[src/rtl/tick_sched_pkg.sv]
// ============================================================================
//  Module      : tick_sched_pkg
//  Description : Shared types, defaults and helpers for the tick scheduler.
//  Revision    : 1.0 - initial release
// ============================================================================
`default_nettype none

package tick_sched_pkg;

    typedef enum logic [0:0] {
        IDLE = 1'b0,
        PEND = 1'b1
    } cfg_state_e;

    localparam int DEF_NCH      = 4;
    localparam int DEF_PRESCALE = 50;
    localparam int DEF_DIV_W    = 8;

    // Index width for a given channel count (at least one bit).
    function automatic int calc_ch_w(input int nch);
        int w;
        w = 1;
        while ((1 << w) < nch) begin
            w = w + 1;
        end
        return w;
    endfunction

endpackage

`default_nettype wire

[src/rtl/tick_scheduler_if.sv]
// ============================================================================
//  Module      : tick_scheduler_if
//  Description : Valid/ready configuration port of the tick scheduler.
//  Revision    : 1.0 - initial release
// ============================================================================
`default_nettype none

interface tick_scheduler_if
    import tick_sched_pkg::*;
#(
    parameter int CH_W  = 2,
    parameter int DIV_W = DEF_DIV_W
);

    logic             cfg_valid;
    logic             cfg_ready;
    logic [CH_W-1:0]  cfg_ch;
    logic [DIV_W-1:0] cfg_div;
    logic             cfg_en;

    modport master (
        output cfg_valid,
        output cfg_ch,
        output cfg_div,
        output cfg_en,
        input  cfg_ready
    );

    modport slave (
        input  cfg_valid,
        input  cfg_ch,
        input  cfg_div,
        input  cfg_en,
        output cfg_ready
    );

endinterface

`default_nettype wire

[src/rtl/tick_channel.sv]
// ============================================================================
//  Module      : tick_channel
//  Description : One divider channel: counts prescaler strobes, emits a
//                one-cycle tick and a toggling square wave.
//  Revision    : 1.0 - initial release
// ============================================================================
`default_nettype none

module tick_channel
    import tick_sched_pkg::*;
#(
    parameter int DIV_W = DEF_DIV_W
) (
    input  wire logic             CLK,
    input  wire logic             RST,
    input  wire logic             pre_tick,
    input  wire logic             load,
    input  wire logic [DIV_W-1:0] load_div,
    input  wire logic             load_en,
    output logic                  tick,
    output logic                  sq
);

    logic [DIV_W-1:0] div_q, div_d;
    logic [DIV_W-1:0] cnt_q, cnt_d;
    logic             en_q,  en_d;
    logic             tick_q, tick_d;
    logic             sq_q,  sq_d;

    always_comb begin
        div_d  = div_q;
        cnt_d  = cnt_q;
        en_d   = en_q;
        tick_d = 1'b0;
        sq_d   = sq_q;

        // A load swallows the strobe it lands on, so no tick can leak out.
        if (load) begin
            div_d = load_div;
            en_d  = load_en;
            cnt_d = '0;
            if (!load_en) begin
                sq_d = 1'b0;
            end
        end else if (pre_tick && en_q && (div_q != '0)) begin
            if (cnt_q == (div_q - DIV_W'(1))) begin
                cnt_d  = '0;
                tick_d = 1'b1;
                sq_d   = ~sq_q;
            end else begin
                cnt_d = cnt_q + DIV_W'(1);
            end
        end
    end

    always_ff @(posedge CLK or negedge RST) begin
        if (!RST) begin
            div_q  <= '0;
            cnt_q  <= '0;
            en_q   <= 1'b0;
            tick_q <= 1'b0;
            sq_q   <= 1'b0;
        end else begin
            div_q  <= div_d;
            cnt_q  <= cnt_d;
            en_q   <= en_d;
            tick_q <= tick_d;
            sq_q   <= sq_d;
        end
    end

    assign tick = tick_q;
    assign sq   = sq_q;

endmodule

`default_nettype wire

[src/rtl/tick_scheduler.sv]
// ============================================================================
//  Module      : tick_scheduler
//  Description : Shared prescaler feeding NCH clock-enable channels, with a
//                valid/ready port that reprograms channels on strobe edges.
//  Revision    : 1.0 - initial release
// ============================================================================
`default_nettype none

module tick_scheduler
    import tick_sched_pkg::*;
#(
    parameter int NCH      = DEF_NCH,
    parameter int PRESCALE = DEF_PRESCALE,
    parameter int DIV_W    = DEF_DIV_W,
    parameter int CH_W     = calc_ch_w(NCH)
) (
    input  wire logic           CLK,
    input  wire logic           RST,
    tick_scheduler_if.slave     cfg,
    output logic                pre_tick,
    output logic [NCH-1:0]      tick,
    output logic [NCH-1:0]      sq,
    output logic                busy
);

    localparam int PS_W = (PRESCALE > 2) ? $clog2(PRESCALE) : 1;

    logic [PS_W-1:0]  count_q, count_d;
    logic             pre_tick_q, pre_tick_d;
    cfg_state_e       state_q, state_d;
    logic [CH_W-1:0]  lat_ch_q, lat_ch_d;
    logic [DIV_W-1:0] lat_div_q, lat_div_d;
    logic             lat_en_q, lat_en_d;
    logic             w_ready;
    logic             w_apply;
    logic [NCH-1:0]   w_load;

    always_comb begin
        pre_tick_d = (count_q == PS_W'(PRESCALE - 1));
        count_d    = pre_tick_d ? '0 : (count_q + PS_W'(1));
    end

    always_comb begin
        state_d   = state_q;
        lat_ch_d  = lat_ch_q;
        lat_div_d = lat_div_q;
        lat_en_d  = lat_en_q;
        w_ready   = 1'b0;

        case (state_q)
            IDLE: begin
                w_ready = 1'b1;
                if (cfg.cfg_valid) begin
                    lat_ch_d  = cfg.cfg_ch;
                    lat_div_d = cfg.cfg_div;
                    lat_en_d  = cfg.cfg_en;
                    state_d   = PEND;
                end
            end
            PEND: begin
                if (pre_tick_q) begin
                    state_d = IDLE;
                end
            end
            default: begin
                state_d = IDLE;
            end
        endcase
    end

    assign w_apply = (state_q == PEND) && pre_tick_q;

    always_ff @(posedge CLK or negedge RST) begin
        if (!RST) begin
            count_q    <= '0;
            pre_tick_q <= 1'b0;
            state_q    <= IDLE;
            lat_ch_q   <= '0;
            lat_div_q  <= '0;
            lat_en_q   <= 1'b0;
        end else begin
            count_q    <= count_d;
            pre_tick_q <= pre_tick_d;
            state_q    <= state_d;
            lat_ch_q   <= lat_ch_d;
            lat_div_q  <= lat_div_d;
            lat_en_q   <= lat_en_d;
        end
    end

    // Indices with no matching channel decode to nothing, dropping the write.
    for (genvar i = 0; i < NCH; i++) begin : g_ch
        assign w_load[i] = w_apply && (lat_ch_q == CH_W'(i));

        tick_channel #(
            .DIV_W (DIV_W)
        ) u_ch (
            .CLK      (CLK),
            .RST      (RST),
            .pre_tick (pre_tick_q),
            .load     (w_load[i]),
            .load_div (lat_div_q),
            .load_en  (lat_en_q),
            .tick     (tick[i]),
            .sq       (sq[i])
        );
    end

    assign cfg.cfg_ready = w_ready;
    assign busy          = ~w_ready;
    assign pre_tick      = pre_tick_q;

endmodule

`default_nettype wire

[src/flat_wrapper.sv]
// flat-port wrapper written by rule: the top's interface ports become plain ports
module tick_scheduler_flat import tick_sched_pkg::*;
#(
    parameter int NCH      = DEF_NCH,
    parameter int PRESCALE = DEF_PRESCALE,
    parameter int DIV_W    = DEF_DIV_W,
    parameter int CH_W     = calc_ch_w(NCH)
)
  (CLK, RST, pre_tick, tick, sq, busy, cfg_cfg_valid, cfg_cfg_ch, cfg_cfg_div, cfg_cfg_en, cfg_cfg_ready);
  tick_scheduler_if #(.CH_W(CH_W), .DIV_W(DIV_W)) cfg_i ();
  input  wire logic CLK;
  input  wire logic RST;
  output logic pre_tick;
  output logic [NCH-1:0] tick;
  output logic [NCH-1:0] sq;
  output logic busy;
  input wire logic [$bits(cfg_i.cfg_valid)-1:0] cfg_cfg_valid;
  input wire logic [$bits(cfg_i.cfg_ch)-1:0] cfg_cfg_ch;
  input wire logic [$bits(cfg_i.cfg_div)-1:0] cfg_cfg_div;
  input wire logic [$bits(cfg_i.cfg_en)-1:0] cfg_cfg_en;
  output wire logic [$bits(cfg_i.cfg_ready)-1:0] cfg_cfg_ready;
  assign cfg_i.cfg_valid = cfg_cfg_valid;
  assign cfg_i.cfg_ch = cfg_cfg_ch;
  assign cfg_i.cfg_div = cfg_cfg_div;
  assign cfg_i.cfg_en = cfg_cfg_en;
  assign cfg_cfg_ready = cfg_i.cfg_ready;
  tick_scheduler #(.NCH(NCH), .PRESCALE(PRESCALE), .DIV_W(DIV_W), .CH_W(CH_W)) u_core (.CLK(CLK), .RST(RST), .cfg(cfg_i), .pre_tick(pre_tick), .tick(tick), .sq(sq), .busy(busy));
endmodule
[config.mk]
export PLATFORM = sky130hd
export DESIGN_NAME = tick_scheduler_flat
export DESIGN_NICKNAME = d
export VERILOG_FILES = /design/src/rtl/tick_sched_pkg.sv /design/src/rtl/tick_scheduler_if.sv /design/src/rtl/tick_channel.sv /design/src/rtl/tick_scheduler.sv /design/src/flat_wrapper.sv
export SDC_FILE = /design/constraint.sdc
export NUM_CORES = 1
export LEC_CHECK = 0
export BUFFER_PORTS_ARGS = -buffer_cell sky130_fd_sc_hd__clkbuf_2
export CAP_MARGIN = 40
export CELL_PAD_IN_SITES_DETAIL_PLACEMENT = 0
export CELL_PAD_IN_SITES_GLOBAL_PLACEMENT = 1
export CORE_ASPECT_RATIO = 0.9
export CORE_MARGIN = 5
export CORE_UTILIZATION = 40
export DETAILED_ROUTE_END_ITERATION = 7
export GPL_TIMING_DRIVEN = 0
export PLACE_DENSITY_LB_ADDON = 0.1
export SYNTH_ARGS = -nofsm -noshare
export SYNTH_HDL_FRONTEND = slang
export SYNTH_SLANG_ARGS = --single-unit
[constraint.sdc]
create_clock -name CLK -period 2.95 [get_ports CLK]
set_clock_uncertainty 0.1 [all_clocks]
set_input_delay 0.4425 -clock CLK [delete_from_list [all_inputs] [get_ports CLK]]
set_output_delay 0.4425 -clock CLK [all_outputs]
set_load 0.03 [all_outputs]
# [Word-level counts from Yosys, hierarchy flattened]
# Cells that the tools add are included.
[op_classes] addsub=9 multipliers=0 div=0 magnitude_cmp=0 eq_ne=12 shift=0 mux=42 n_bitwise=5 n_reduce_logical=31
[ops] cell="two-way mux 8 bit" n=12
[ops] cell="adder 8 x 1 -> 8 bit, second input constant" n=4
[ops] cell="== test 8 bit" n=4
[ops] cell="nonzero test 8 bit" n=4
[ops] cell="subtractor 8 x 1 -> 8 bit, second input constant" n=4
[ops] cell="two-way mux 1 bit" n=28
[ops] cell="nonzero test 2 bit" n=8
[ops] cell="logical AND 1 bit" n=13
[ops] cell="AND reduction 3 bit" n=4
[ops] cell="!= test 2 bit, second input constant" n=4
[ops] cell="adder 6 x 1 -> 6 bit, second input constant" n=1
[ops] cell="== test 6 bit, second input constant" n=1
[ops] cell="two-way mux 6 bit" n=1
[ops] cell="NOT 1 bit" n=5
[ops] cell="== test 2 bit, second input constant" n=2
[ops] cell="== test 2 x 1 -> 1 bit, second input constant" n=1
[ops] cell="zero test 2 bit" n=1
[ops] cell="case mux 1 bit (2 select lines)" n=1
[ops] cell="AND reduction 2 bit" n=1
[word_totals] regBits=95 latchBits=0 ram_bits=0 romBits=0 out_inout_bits=11 memories=0

# [Depth between registers and ports, before layout]
[depth] word_depth=5 ltp_mapped=9 mapped_depth_nobuf=8

# [By module]
# A second synthesis with hierarchy kept.
[hier_totals] hier_cells=493 hier_area_um2=5101.1
[by_module_without_submodules] mod="tick_channel" instances=4 cells_per_inst=108 area_each_um2=1076.0
[by_module_without_submodules] mod="tick_scheduler" instances=1 cells_per_inst=61 area_each_um2=797.0

# [Worst setup path before layout]
# OpenSTA, ideal clock, no wires.
[synth_timing] kind="register -> register" startpoint="register u_core.g_ch[3].u_ch.div_q[0]" endpoint="register u_core.g_ch[3].u_ch.cnt_q[6]" setup_ps=126 t_arrival_ps=2184 slack_ps=540 path_stages_with_launch=9 n_path_buf=0 cell_sequence="dfrtp_1 > inv_1 > ha_1 > xor2_1 > o211ai_1 > or3_1 > o41ai_2 > or2_2 > o31ai_1"
[synth_between] elab_chain_cells=5 word_cells_on_any_way=8 classes_between="add/sub (1); eq/ne (1); mux (3); reduce/logical (3)"
[synth_rtl] item="start, declared" line_no="tick_channel.sv:24" rtl="logic [DIV_W-1:0] div_q, div_d;"
[synth_rtl] item="start signal, assigned" line_no="tick_channel.sv:64" rtl="div_q <= div_d;"
[synth_rtl] item="subtractor 8 x 1 -> 8 bit" line_no="tick_channel.sv:46" rtl="if (cnt_q == (div_q - DIV_W'(1))) begin"
[synth_rtl] item="== test 8 bit" line_no="tick_channel.sv:46"
[synth_rtl] item="two-way mux 8 bit" line_no="tick_channel.sv:46"
[synth_rtl] item="two-way mux 8 bit" line_no="tick_channel.sv:45" rtl="end else if (pre_tick && en_q && (div_q != '0)) begin"
[synth_rtl] item="two-way mux 8 bit" line_no="tick_channel.sv:38" rtl="if (load) begin"
[synth_rtl] item="end signal, assigned" line_no="tick_channel.sv:65" rtl="cnt_q <= cnt_d;"
[synth_rtl] item="end, declared" line_no="tick_channel.sv:25" rtl="logic [DIV_W-1:0] cnt_q, cnt_d;"
# Several ways; a longest one is shown, not always the timed one. The select of a mux whose other input is x is not followed.
# A chain may end at the register's enable or synchronous reset.

# [Worst setup path in the final report]
[layout_timing] startpoint="register u_core.g_ch[1].u_ch.div_q[0]" endpoint="register u_core.g_ch[1].u_ch.cnt_q[3]"
[layout_between] elab_chain_cells=5 word_cells_on_any_way=8 classes_between="add/sub (1); eq/ne (1); mux (3); reduce/logical (3)"
[layout_rtl] item="start, declared" line_no="tick_channel.sv:24"
[layout_rtl] item="start signal, assigned" line_no="tick_channel.sv:64"
[layout_rtl] item="subtractor 8 x 1 -> 8 bit" line_no="tick_channel.sv:46"
[layout_rtl] item="== test 8 bit" line_no="tick_channel.sv:46"
[layout_rtl] item="two-way mux 8 bit" line_no="tick_channel.sv:46"
[layout_rtl] item="two-way mux 8 bit" line_no="tick_channel.sv:45"
[layout_rtl] item="two-way mux 8 bit" line_no="tick_channel.sv:38"
[layout_rtl] item="end signal, assigned" line_no="tick_channel.sv:65"
[layout_rtl] item="end, declared" line_no="tick_channel.sv:25"
# Several ways; a longest one is shown, not always the timed one. The select of a mux whose other input is x is not followed.

==> impl_summary.txt <==
----------------------------------------------------
[Outcome]
  Run status ... completed

[Floorplanning]
  Floorplan core area ... 12700 um^2
  Die Area ... 15400 um^2
  Number of top-level pins ... 25
  Site Rows ... 39
  Die H ... 118 um
  Initial core utilization ... 41.0%
  DIE WIDTH ... 130 um

[STA]
  Final number of hold-violating endpoints ... 0
  RSZ-0062 raised after global routing ... false
  Setup TNS ... 0 ps
  Clock period minus final worst setup slack ... 2740 ps
  Highest achievable clock rate ... 0.365 GHz
  Final Slew Violations ... 0
  Normalized max-slew margin ... 52.2%
  Finish-stage setup viols ... 0
  Worst Max-Slew Pin Slew ... 706 ps
  Period utilisation layout ... 92.9%

[Power and ir drop]
  Post-layout total power ... 2.58 mW
  Power density normalized to cell area ... 436 nW/um^2
  Leakage power ... 2.88 nW
  VDD IR-drop max ... 300 uV

[Synth]
  Number of enable flip-flop cells after synthesis ... 0
  Synth Instances ... 527
  Number of synthesized register bits ... 95
  Synthesized cell area ... 5220 um^2
  Distinct cell type count after synthesis ... 62
  Synthesized Nets ... 555
  Share of flip-flops with an asynchronous set or reset ... 100%
  Post-Synthesis Mean Instance Area ... 9.91 um^2
  Dominant register cell in the synthesized netlist ... sky130_fd_sc_hd__dfrtp_1
  Sequential fraction of the synthesis area ... 45.5%
  Yosys warnings ... 0

[Global route]
  Vias in the first global route ... 3838
  Number of antenna violations at the first check in global routing ... 0
  Residual overflow from global routing ... 0
  Global-route wire length before repair ... 19700 um
  Pin count of the biggest net entering global routing ... 50
  All-Layer GR Usage ... 16.1%

[Clock network]
  Number of levels in the clock H-tree ... 3
  Master cell of the clock root buffer ... sky130_fd_sc_hd__clkbuf_16
  # clock sinks ... 95
  Total clock buffers created by CTS ... 9
  TritonCTS clock tree ... built
  Clock edge transition at the registers on the reported setup and hold paths ... 70 ps
  # hold bufs at CTS ... 0
  Clock latency of the later-clocked register in the worst-skew pair ... 350 ps
  Maximum number of buffers from clock root to sink ... 2

[Critical path]
  Required time at the endpoint of the critical path ... 3070 ps
  Category of the worst setup path launch point ... register
  Endpoint class of the critical path ... register
  Critical path data arrival time ... 2860 ps
  Worst setup path class ... register to register
  Worst-path fanout max ... 6

[Placed design]
  Final HPWL from detailed placement ... 8390 um
  Final weighted congestion of routability-driven global placement ... 0.761
  Port buffer count ... 24
  Number of placed instances with taps included ... 716

[Route]
  DR vias ... 3859
  Number of optimization iterations in the first detailed-route pass ... 4
  Detailed-route wire length per cell ... 15.8 um
  Number of routed nets with antenna violations ... 0
  Detailed Route WL ... 11600 um
  Number of vias per cell after detailed routing ... 5.27
  Initial DRC Count ... 217
  Wire length on met1 ... 5720 um
  Remaining routing DRC violations ... 0
  Wire length on met3 ... 387 um
  Length of routed met2 wiring ... 5290 um
  Top layer used by detailed routing ... met4

[Flow run]
  Max-capacitance violation count ... 0

[Cells and area]
  Synth-to-layout area growth ... 13.2%
  Final core occ ... 46.4%
  Most frequent standard cell in the layout excluding fill and tap cells ... sky130_fd_sc_hd__dfrtp_1
  Number of cells in the finished layout apart from fillers ... 732
  Count of inserted antenna diode cells ... 0
  Share of layout cells above drive strength 1 ... 16.0%
  Commonest cells after routing, fill and taps aside ... sky130_fd_sc_hd__dfrtp_1 (95), sky130_fd_sc_hd__nand2_1 (74), sky130_fd_sc_hd__nor2_1 (31), sky130_fd_sc_hd__xnor2_1 (27), sky130_fd_sc_hd__mux2_2 (26)
  Final Net Count ... 591

[Hold path]
  Worst hold-check path type ... input port to async pin

----------------------------------------------------
-- cells in the mapped netlist, types with 2 or more instances --
master | n | share of area, %
sky130_fd_sc_hd__a21oi_1 | 15 | 1.4
sky130_fd_sc_hd__a22o_1 | 7 | 1.2
sky130_fd_sc_hd__a31o_2 | 2 | 0.34
sky130_fd_sc_hd__a31oi_1 | 2 | 0.24
sky130_fd_sc_hd__and2_1 | 3 | 0.36
sky130_fd_sc_hd__and3_1 | 15 | 1.8
sky130_fd_sc_hd__and3b_1 | 2 | 0.34
sky130_fd_sc_hd__buf_4 | 8 | 1.2
sky130_fd_sc_hd__clkbuf_1 | 10 | 0.72
sky130_fd_sc_hd__dfrtp_1 | 95 | 46
sky130_fd_sc_hd__ha_1 | 14 | 3.4
sky130_fd_sc_hd__inv_1 | 14 | 1.0
sky130_fd_sc_hd__mux2_2 | 26 | 5.6
sky130_fd_sc_hd__nand2_1 | 74 | 5.3
sky130_fd_sc_hd__nand2b_1 | 11 | 1.3
sky130_fd_sc_hd__nand3_1 | 14 | 1.3
sky130_fd_sc_hd__nand3b_1 | 2 | 0.29
sky130_fd_sc_hd__nand4_1 | 10 | 1.2
sky130_fd_sc_hd__nor2_1 | 31 | 2.2
sky130_fd_sc_hd__nor2b_1 | 11 | 1.3
sky130_fd_sc_hd__nor3_1 | 15 | 1.4
sky130_fd_sc_hd__nor4_1 | 5 | 0.60
sky130_fd_sc_hd__o2111ai_1 | 2 | 0.34
sky130_fd_sc_hd__o211a_1 | 2 | 0.38
sky130_fd_sc_hd__o211ai_1 | 2 | 0.29
sky130_fd_sc_hd__o21ai_0 | 21 | 2.0
sky130_fd_sc_hd__o21ai_1 | 4 | 0.38
sky130_fd_sc_hd__o21bai_1 | 5 | 0.72
sky130_fd_sc_hd__o22ai_1 | 4 | 0.48
sky130_fd_sc_hd__o2bb2ai_1 | 5 | 0.84
sky130_fd_sc_hd__o311ai_1 | 2 | 0.34
sky130_fd_sc_hd__o31ai_1 | 3 | 0.43
sky130_fd_sc_hd__o41ai_2 | 2 | 0.62
sky130_fd_sc_hd__or2_2 | 3 | 0.36
sky130_fd_sc_hd__or3_1 | 8 | 0.96
sky130_fd_sc_hd__or4_1 | 2 | 0.29
sky130_fd_sc_hd__or4_4 | 2 | 0.43
sky130_fd_sc_hd__xnor2_1 | 27 | 4.5
sky130_fd_sc_hd__xor2_1 | 24 | 4.0
-- area by class of cell --
class	count	area [um^2]
Multi-Input combinational cell	397	2700
Fill cell	1218	6830
Timing Repair Buffer	25	150
Buffer	20	114
Tap cell	164	205
Clock buffer	10	239
Sequential cell	95	2380
Inverter	15	56.3
Clock inverter	6	70.1
-- registers in the layout (all words and copies together), names as in the netlist --
register / flops
u_core.g_ch.u_ch.en_q: 4
u_core.lat_ch_q: 2
u_core.g_ch.u_ch.div_q: 32
u_core.busy: 1
u_core.g_ch.u_ch.cnt_q: 32
u_core.g_ch.u_ch.tick: 4
u_core.pre_tick: 1
u_core.g_ch.u_ch.sq: 4
u_core.lat_div_q: 8
u_core.lat_en_q: 1
u_core.count_q: 6
-- what timing repair did --
action,CTS,global route
buffers inserted,0,0
gates resized for setup,0,2
endpoints found under the setup margin,0,11
-- worst max-delay path, cell delays in order (launching register included) --
cell	delay, ps
sky130_fd_sc_hd__dfrtp_1	470
sky130_fd_sc_hd__inv_1	100
sky130_fd_sc_hd__ha_1	270
sky130_fd_sc_hd__nor2b_1	150
sky130_fd_sc_hd__or3_1	340
sky130_fd_sc_hd__a31o_2	240
sky130_fd_sc_hd__o311ai_1	640
sky130_fd_sc_hd__o21bai_1	150
sky130_fd_sc_hd__o2bb2ai_1	140
-- layer usage --
layer	up-vias	track usage, %
met5	-	0
met4	0	4.37
met3	12	4.69
met2	53	23.8
met1	1860	23.1
li1	1934	-
-- power breakdown --
group / internal, mW / switching (mW)
Sequential: 1.31 / 0.0173
Combinational: 0.0161 / 0.0311
Clock: 0.683 / 0.521
-- path summary, 6_finish.rpt --
| check | to | slack [ps] | from | depth (start not counted) |
|---|---|---|---|---|
| worst max-delay path | u_core.g_ch[1].u_ch.cnt_q[3] | 210 | u_core.g_ch[1].u_ch.div_q[0] | 8 |
| worst min-delay path | u_core.g_ch[0].u_ch.cnt_q[2] | 70 | RST | 1 |
| worst max register to register | u_core.g_ch[1].u_ch.cnt_q[3] | 210 | u_core.g_ch[1].u_ch.div_q[0] | 8 |
| worst min register to register | u_core.count_q[0] | 390 | u_core.count_q[0] | 1 |
| max in group asynchronous | u_core.g_ch[2].u_ch.div_q[0] | 2000 | RST | 2 |
| min in group CLK | u_core.lat_ch_q[0] | 220 | cfg_cfg_ch[0] | 3 |
-- stage by stage --
stage                     hold slack [ps]  instance area, um^2  setup slack, ps
after floorplan                      46.9                 5220              540
after global placement                385                 5550             40.3
after detailed placement              388                 5580             92.7
after CTS                            93.5                 5880             68.8
after global routing                  140                 5910             63.4
final                                74.1                 5910              208
-- cell families (layout without fill, tap and decap cells) --
| kind of cell | count (synthesis) | count (layout) | synth area share (%) |
|---|---|---|---|
| AOI/OAI and AO/OA | 90 | 90 | 12.5 |
| xor gates and xnor gates | 51 | 51 | 8.56 |
| and+or+nand+nor | 216 | 216 | 21.2 |
| muxes | 26 | 26 | 5.61 |
| buffers and inverters | 35 | 76 | 3.26 |
| DFF | 95 | 95 | 45.5 |
| adders and majority gates | 14 | 14 | 3.36 |
Power figures use the tool's default switching activity.
